File: src/rtl/stream_bit_reverse.sv
// stream_bit_reverse: two-stage pipelined valid/ready stream that applies a per-beat
// transform (pass, full-word bit reverse, byte swap, or bit reverse within each byte).
// S1 captures the incoming beat and its mode; S2 holds the transformed beat and drives out_*.
// Optional statistics counters (stat_clr/stat_beats/stat_pkts) are built only when the
// macro STREAM_BIT_REVERSE_STATS_EN is defined.
module stream_bit_reverse #(
    parameter int DATA_W = 64,
    parameter int KEEP_W = DATA_W / 8
) (
    input  logic              clk,
    input  logic              rst_n,
    input  logic              in_valid,
    output logic              in_ready,
    input  logic [DATA_W-1:0] in_data,
    input  logic [KEEP_W-1:0] in_keep,
    input  logic              in_last,
    input  logic [1:0]        in_mode,
    output logic              out_valid,
    input  logic              out_ready,
    output logic [DATA_W-1:0] out_data,
    output logic [KEEP_W-1:0] out_keep,
    output logic              out_last
`ifdef STREAM_BIT_REVERSE_STATS_EN
    ,
    input  logic              stat_clr,
    output logic [31:0]       stat_beats,
    output logic [31:0]       stat_pkts
`endif
);

    // Reject widths that cannot be split into whole bytes, and any override of KEEP_W.
    if (((DATA_W % 8) != 0) || (DATA_W < 8)) begin : g_bad_data_w
        $error("stream_bit_reverse: DATA_W must be a multiple of 8 and at least 8");
    end
    if (KEEP_W != DATA_W / 8) begin : g_bad_keep_w
        $error("stream_bit_reverse: KEEP_W is derived from DATA_W and must not be overridden");
    end

    logic              s1_valid;
    logic [DATA_W-1:0] s1_data;
    logic [KEEP_W-1:0] s1_keep;
    logic              s1_last;
    logic [1:0]        s1_mode;

    logic              s2_load;
    logic              s1_adv;
    logic [DATA_W-1:0] xf_data;
    logic [KEEP_W-1:0] xf_keep;

    // S2 may load when empty or draining; S1 may advance when empty or when S2 takes its beat.
    assign s2_load  = !out_valid || out_ready;
    assign s1_adv   = !s1_valid || s2_load;
    assign in_ready = !s1_valid || !out_valid || out_ready;

    // Transform the S1 beat according to the mode captured alongside it.
    always_comb begin
        xf_data = s1_data;
        xf_keep = s1_keep;
        case (s1_mode)
            2'b01: begin
                for (int i = 0; i < DATA_W; i++) begin
                    xf_data[i] = s1_data[DATA_W-1-i];
                end
                for (int j = 0; j < KEEP_W; j++) begin
                    xf_keep[j] = s1_keep[KEEP_W-1-j];
                end
            end
            2'b10: begin
                for (int j = 0; j < KEEP_W; j++) begin
                    xf_data[8*j +: 8] = s1_data[8*(KEEP_W-1-j) +: 8];
                    xf_keep[j]        = s1_keep[KEEP_W-1-j];
                end
            end
            2'b11: begin
                for (int j = 0; j < KEEP_W; j++) begin
                    for (int b = 0; b < 8; b++) begin
                        xf_data[8*j+b] = s1_data[8*j+7-b];
                    end
                end
            end
            default: begin
            end
        endcase
    end

    // S1 register: captures the input beat and its mode whenever the stage can advance.
    always_ff @(posedge clk or negedge rst_n) begin
        if (!rst_n) begin
            s1_valid <= 1'b0;
            s1_data  <= '0;
            s1_keep  <= '0;
            s1_last  <= 1'b0;
            s1_mode  <= 2'b00;
        end else if (s1_adv) begin
            s1_valid <= in_valid;
            if (in_valid) begin
                s1_data <= in_data;
                s1_keep <= in_keep;
                s1_last <= in_last;
                s1_mode <= in_mode;
            end
        end
    end

    // S2 register: holds the transformed beat; contents only change when it is free to load.
    always_ff @(posedge clk or negedge rst_n) begin
        if (!rst_n) begin
            out_valid <= 1'b0;
            out_data  <= '0;
            out_keep  <= '0;
            out_last  <= 1'b0;
        end else if (s2_load) begin
            out_valid <= s1_valid;
            if (s1_valid) begin
                out_data <= xf_data;
                out_keep <= xf_keep;
                out_last <= s1_last;
            end
        end
    end

`ifdef STREAM_BIT_REVERSE_STATS_EN
    logic out_fire;
    assign out_fire = out_valid && out_ready;

    // Beat and packet counters; a clear request takes priority over a coincident handshake.
    always_ff @(posedge clk or negedge rst_n) begin
        if (!rst_n) begin
            stat_beats <= '0;
            stat_pkts  <= '0;
        end else if (stat_clr) begin
            stat_beats <= '0;
            stat_pkts  <= '0;
        end else if (out_fire) begin
            stat_beats <= stat_beats + 32'd1;
            if (out_last) begin
                stat_pkts <= stat_pkts + 32'd1;
            end
        end
    end
`endif

endmodule

File: config.mk
export PLATFORM = sky130hd
export DESIGN_NAME = stream_bit_reverse
export DESIGN_NICKNAME = d
export VERILOG_FILES = /design/src/rtl/stream_bit_reverse.sv
export SDC_FILE = /design/constraint.sdc
export NUM_CORES = 1
export LEC_CHECK = 0
export CORE_MARGIN = 1.5
export CORE_UTILIZATION = 40
export DETAILED_ROUTE_END_ITERATION = 6
export GPL_TIMING_DRIVEN = 0
export PLACE_DENSITY_LB_ADDON = 0.08
export RECOVER_POWER = 50
export SETUP_SLACK_MARGIN = 0.1
export SLEW_MARGIN = 25
export SYNTH_ARGS = -nofsm -noshare
export SYNTH_HDL_FRONTEND = slang
export SYNTH_SLANG_ARGS = --single-unit
File: constraint.sdc
create_clock -name clk -period 3.55 [get_ports clk]
set_clock_uncertainty 0.05 [all_clocks]
set_input_delay 0.355 -clock clk [delete_from_list [all_inputs] [get_ports clk]]
set_output_delay 0.355 -clock clk [all_outputs]
set_load 0.01 [all_outputs]
Yosys cells after proc, flatten, opt, wreduce, memory -nomap -nowiden
Cells that the tools add are included.
W data, S select, Z words.

cells by class
  equal/unequal tests = 3
  mux-type cells = 2
  reductions and logical operators = 9

operators by type and width
  kind                  number
  $pmux W64 S3          1
  $mux W8               1
  $eq A2 B2 Y1 const B  2
  $logic_or A1 B1 Y1    4
  $reduce_and A2 Y1     2
  $eq A2 B1 Y1 const B  1
  $logic_not A1 Y1      2
  $reduce_or A2 Y1      1

word-level totals
  bits of input ports = 79
  output and inout bits = 75
  register bits = 150

Depth between registers and ports, before layout
  depth in word-level cells = 4
  mapped depth = 7

Worst setup path before layout
OpenSTA, ideal clock, no wires.

  path type = register -> register
  start = register s1_mode[0]
  end = register out_data[10]
  cell stages (with the launch flop) = 8
  arrival time = 1.554 ns
  slack = 1.821 ns
  period minus slack after synthesis = 1.729 ns
  data required time = 3.375 ns
  setup time = 0.125 ns
  cell sequence = dfrtp_1 inv_1 ha_1 buf_2 buf_2 a222oi_1 mux2i_1 mux2_4

between the ends
  longest elaborated chain between the ends = 2

ends and longest elaborated chain
  what                                          RTL line  source
  start, declared                               43        logic [1:0] s1_mode;
  start signal, assigned                        100       s1_mode <= in_mode;
  $eq A2 B2 Y1 or $eq A2 B1 Y1 (tied branches)  59        case (s1_mode)
  $pmux W64 S3 (*)                              59
  end signal, assigned                          115       out_data <= xf_data;
  end, declared                                 20        output logic [DATA_W-1:0] out_data,

Mark *: on every way between the ends. The rest lies on a longest branch, timed or not.
A chain may end at the register's enable or synchronous reset.

Worst setup path after layout
  start = register out_valid
  end = register s1_data[32]

between the ends
  longest elaborated chain between the ends = 4

ends and longest elaborated chain
  what                         RTL line  source
  start, declared              18        output logic out_valid,
  start signal, assigned       113       out_valid <= s1_valid;
  $logic_not A1 Y1             51        assign s2_load = !out_valid || out_ready;
  $logic_or A1 B1 Y1           51
  $logic_or A1 B1 Y1           52        assign s1_adv = !s1_valid || s2_load;
  $reduce_and A2 Y1 (no line)  n/a
  end signal, assigned         97        s1_data <= in_data;
  end, declared                40        logic [DATA_W-1:0] s1_data;

Every way passes these cells.

==> flow_metrics.tcl <==
set metrics [dict create \
    status "finished with violations" \
    violations "design-rule violations, max-capacitance violations, max-slew violations" \
    io_buffer_count 153 \
    worstPathCellList "nand3b_1 -> nand2_1 -> clkbuf_1 -> clkbuf_1 -> mux2_2" \
    cts.sinks 150 \
    slowest_stage "clkbuf_1" \
    setup_slack_ns 1.20 \
    cts_buffers 17 \
    synth.top_cell.area_share_pct 48.7 \
    start_util_pct 40.9 \
    syn_inst 565 \
    p_sw_share_pct 30.8 \
    placed_cell_area_um2 9600 \
    cts_tree "yes" \
    fp.dieArea_um2 20100 \
    r2r-end "s1_data[32]" \
    viasPerCell 5.39 \
    clkLatencyLatePin_ns 0.43 \
    cts_resized 0 \
    cpMostUsedCell "clkbuf_1" \
    p_switching_mw 2.08 \
    root_buffer "clkbuf_16" \
    row_count 50 \
    grt_overflow 0 \
    num_vias 5452 \
    dr.first_iter.drc_count 637 \
    p_int_mw 4.67 \
    worstPathMaxFanout 10 \
    clkTransAtPathRegs_ns 0.07 \
    avgSynthCellArea_um2 13.6 \
    relSlewSlack_pct -30.3 \
    utilization_pct 54.0 \
    ys.flop_type "dfrtp_1" \
    synth_common_cells "150 x dfrtp_1, 78 x mux2_2, 72 x mux2i_1, 66 x inv_1, 64 x a222oi_1" \
    synth_most_common_cell "dfrtp_1" \
    yosys_warnings 0 \
    p_seq_share_pct 37.8 \
    arrival_ns 2.60 \
    grt_pass1_wl_mm 32.3 \
    cts-htree-levels 4 \
    grt_pass1_vias 5592 \
    synth-seq-cells 150 \
    dpl.hpwl_mm 14.2 \
    ir_drop_mv 0.386 \
    crit_path_end_kind "register" \
    hold_path.class "register to register" \
    leakage_nw 4.55 \
    synth_edf_count 0 \
    wl_mm 21.0 \
    max_slew.worst_pin.slew_ns 1.95 \
    startpoint_type "register" \
    die_height_um 142 \
    crit_start "out_valid" \
    drc 9 \
    grtUsageTotal_pct 21.4 \
    rrSetupSlack_ns 1.20 \
    pre_cts_ws_ns 1.37 \
    syn2layout_area_growth_pct 31.8 \
    gp_congestion 0.803 \
    io_pins 154 \
    fmax_mhz 426 \
    antenna_cells 0 \
    cap_violations 1 \
    drive_gt1_share_pct 27.8 \
    wl_per_cell_um 20.7 \
    powerDensity_nw_per_um2 665 \
    maxSlewViolCount 75 \
    worstPathRequired_ns 3.81 \
    critical_path.endpoint "s1_data[32]" \
    synth_area_um2 7710 \
    timing.hold.ws_ns 0.456 \
    r2r_start "out_valid" \
    clk_path_buf_depth 2 \
    cts_setup_buffers 0 \
    fin_crit_ns 2.35 \
    finalHoldViolations 0 \
    p_comb_share_pct 35.7 \
    synth_area_leaders "dfrtp_1 49%, mux2_4 12%, mux2_2 11%" \
    fin_crit_sh_pct 66.1 \
    die_w_um 142 \
    antenna_found_initial 0 \
    rsz0062_at_grt "no" \
    yosysSeqAreaShare_pct 48.7 \
    clockPowerShare_pct 26.5 \
    drtAntennaViolNets 0 \
    core_region_area_um2 18800 \
    ys_types 19 \
    finalSetupTns_ns 0 \
    synthArstFlopShare_pct 100 \
    syn_nets 648 \
    grt_max_degree 77 \
    yosysTopAreaCell "dfrtp_1" \
    setup_viol 0 \
    fin_area_um2 10200 \
    firstDrtPassIters 7 \
    critical-path-max-stage-delay_ns 0.55 \
    r2r_cells 5 \
    worst-setup-path-type "register to register" \
    nNetsFinal 822 \
]
==> timing repair <==
item / 4_1_cts / 5_1_grt
endpoints found under the hold margin: 74 / 0
hold buffers: 1 / 0
setup endpoints to repair: 0 / 0
==> metal layers <==
| layer | up-vias | global-route usage (%) | share of wire (%) |
|---|---|---|---|
| li1 | 2461 | - | - |
| met1 | 2731 | 28.8 | 44 |
| met2 | 237 | 34.5 | 48 |
| met3 | 23 | 4.99 | 5.9 |
| met4 | 0 | 6.29 | 1.4 |
| met5 | - | 0 | 0 |
==> kinds of logic after synthesis <==
family | count (synthesis) | share of synthesized area (%)
flops | 150 | 48.7
mux | 212 | 32.8
buf+inv | 113 | 7.89
compound gates | 80 | 9.35
simple gates | 6 | 0.600
fa+ha+maj | 4 | 0.649
==> state kept, by name (all words and copies together), names as in the netlist <==
signal / cells
out_data: 64
out_keep: 8
out_last: 1
out_valid: 1
s1_data: 64
s1_keep: 8
s1_last: 1
s1_mode: 2
s1_valid: 1
==> cell usage in the layout, fill, tap and decap left out, types with 7 or more instances in the layout <==
master	Yosys	routed
a21oi_1	16	16
a222oi_1	64	64
buf_12	7	7
buf_2	26	24
clkbuf_1	3	9
clkbuf_16	0	17
clkdlybuf4s50_1	0	145
dfrtp_1	150	150
dlygate4sd3_1	0	8
inv_1	66	66
mux2_2	78	77
mux2_4	62	62
mux2i_1	72	72
==> worst min-delay path by stage <==
| stage | startpoint | endpoint | slack (ns) | cells after the start |
|---|---|---|---|---|
| finish | s1_last | s1_last | 0.46 | 1 |
| global route | in_keep[4] | s1_keep[4] | 0.47 | 2 |
| CTS | s1_last | s1_last | 0.46 | 1 |
| detailed placement | rst_n | out_data[38] | 0.32 | 1 |
| global placement | s1_last | out_last | 0.43 | 1 |
| floorplan | rst_n | out_data[0] | 0.009 | 0 |
==> power by group through the flow <==
| stage | Sequential [mW] | Clock (mW) | Combinational, mW |
|---|---|---|---|
| finish | 2.55 | 1.79 | 2.41 |
| global route | 2.62 | 1.91 | 2.57 |
| CTS | 2.55 | 1.83 | 2.45 |
| detailed placement | 2.57 | 0 | 2.44 |
| global placement | 2.56 | 0 | 2.40 |
| floorplan | 2.63 | 0 | 1.21 |
==> worst max-delay path: cells and delay by family, from the launching register on <==
family / cells / cell delay (ns)
multiplexers: 1 / 0.41
AND/OR/NAND/NOR: 2 / 0.28
flip-flops: 1 / 0.41
buffers and inverters: 2 / 1.07
==> through the flow <==
step	cells	total power [mW]
after floorplan	565	3.84
after global placement	978	4.96
after detailed placement	979	5.01
after CTS	1012	6.83
after global routing	1012	7.09
final	1012	6.76
==> layout make-up <==
type	count	area [um2]
Multi-Input combinational cell	302	3340
Inverter	66	248
Tap cell	260	325
Clock buffer	18	429
Fill cell	1599	8670
Sequential cell	150	3750
Timing Repair Buffer	155	1560
Clock inverter	14	153
Buffer	47	343
No activity file was read; power rests on OpenSTA's default activity.
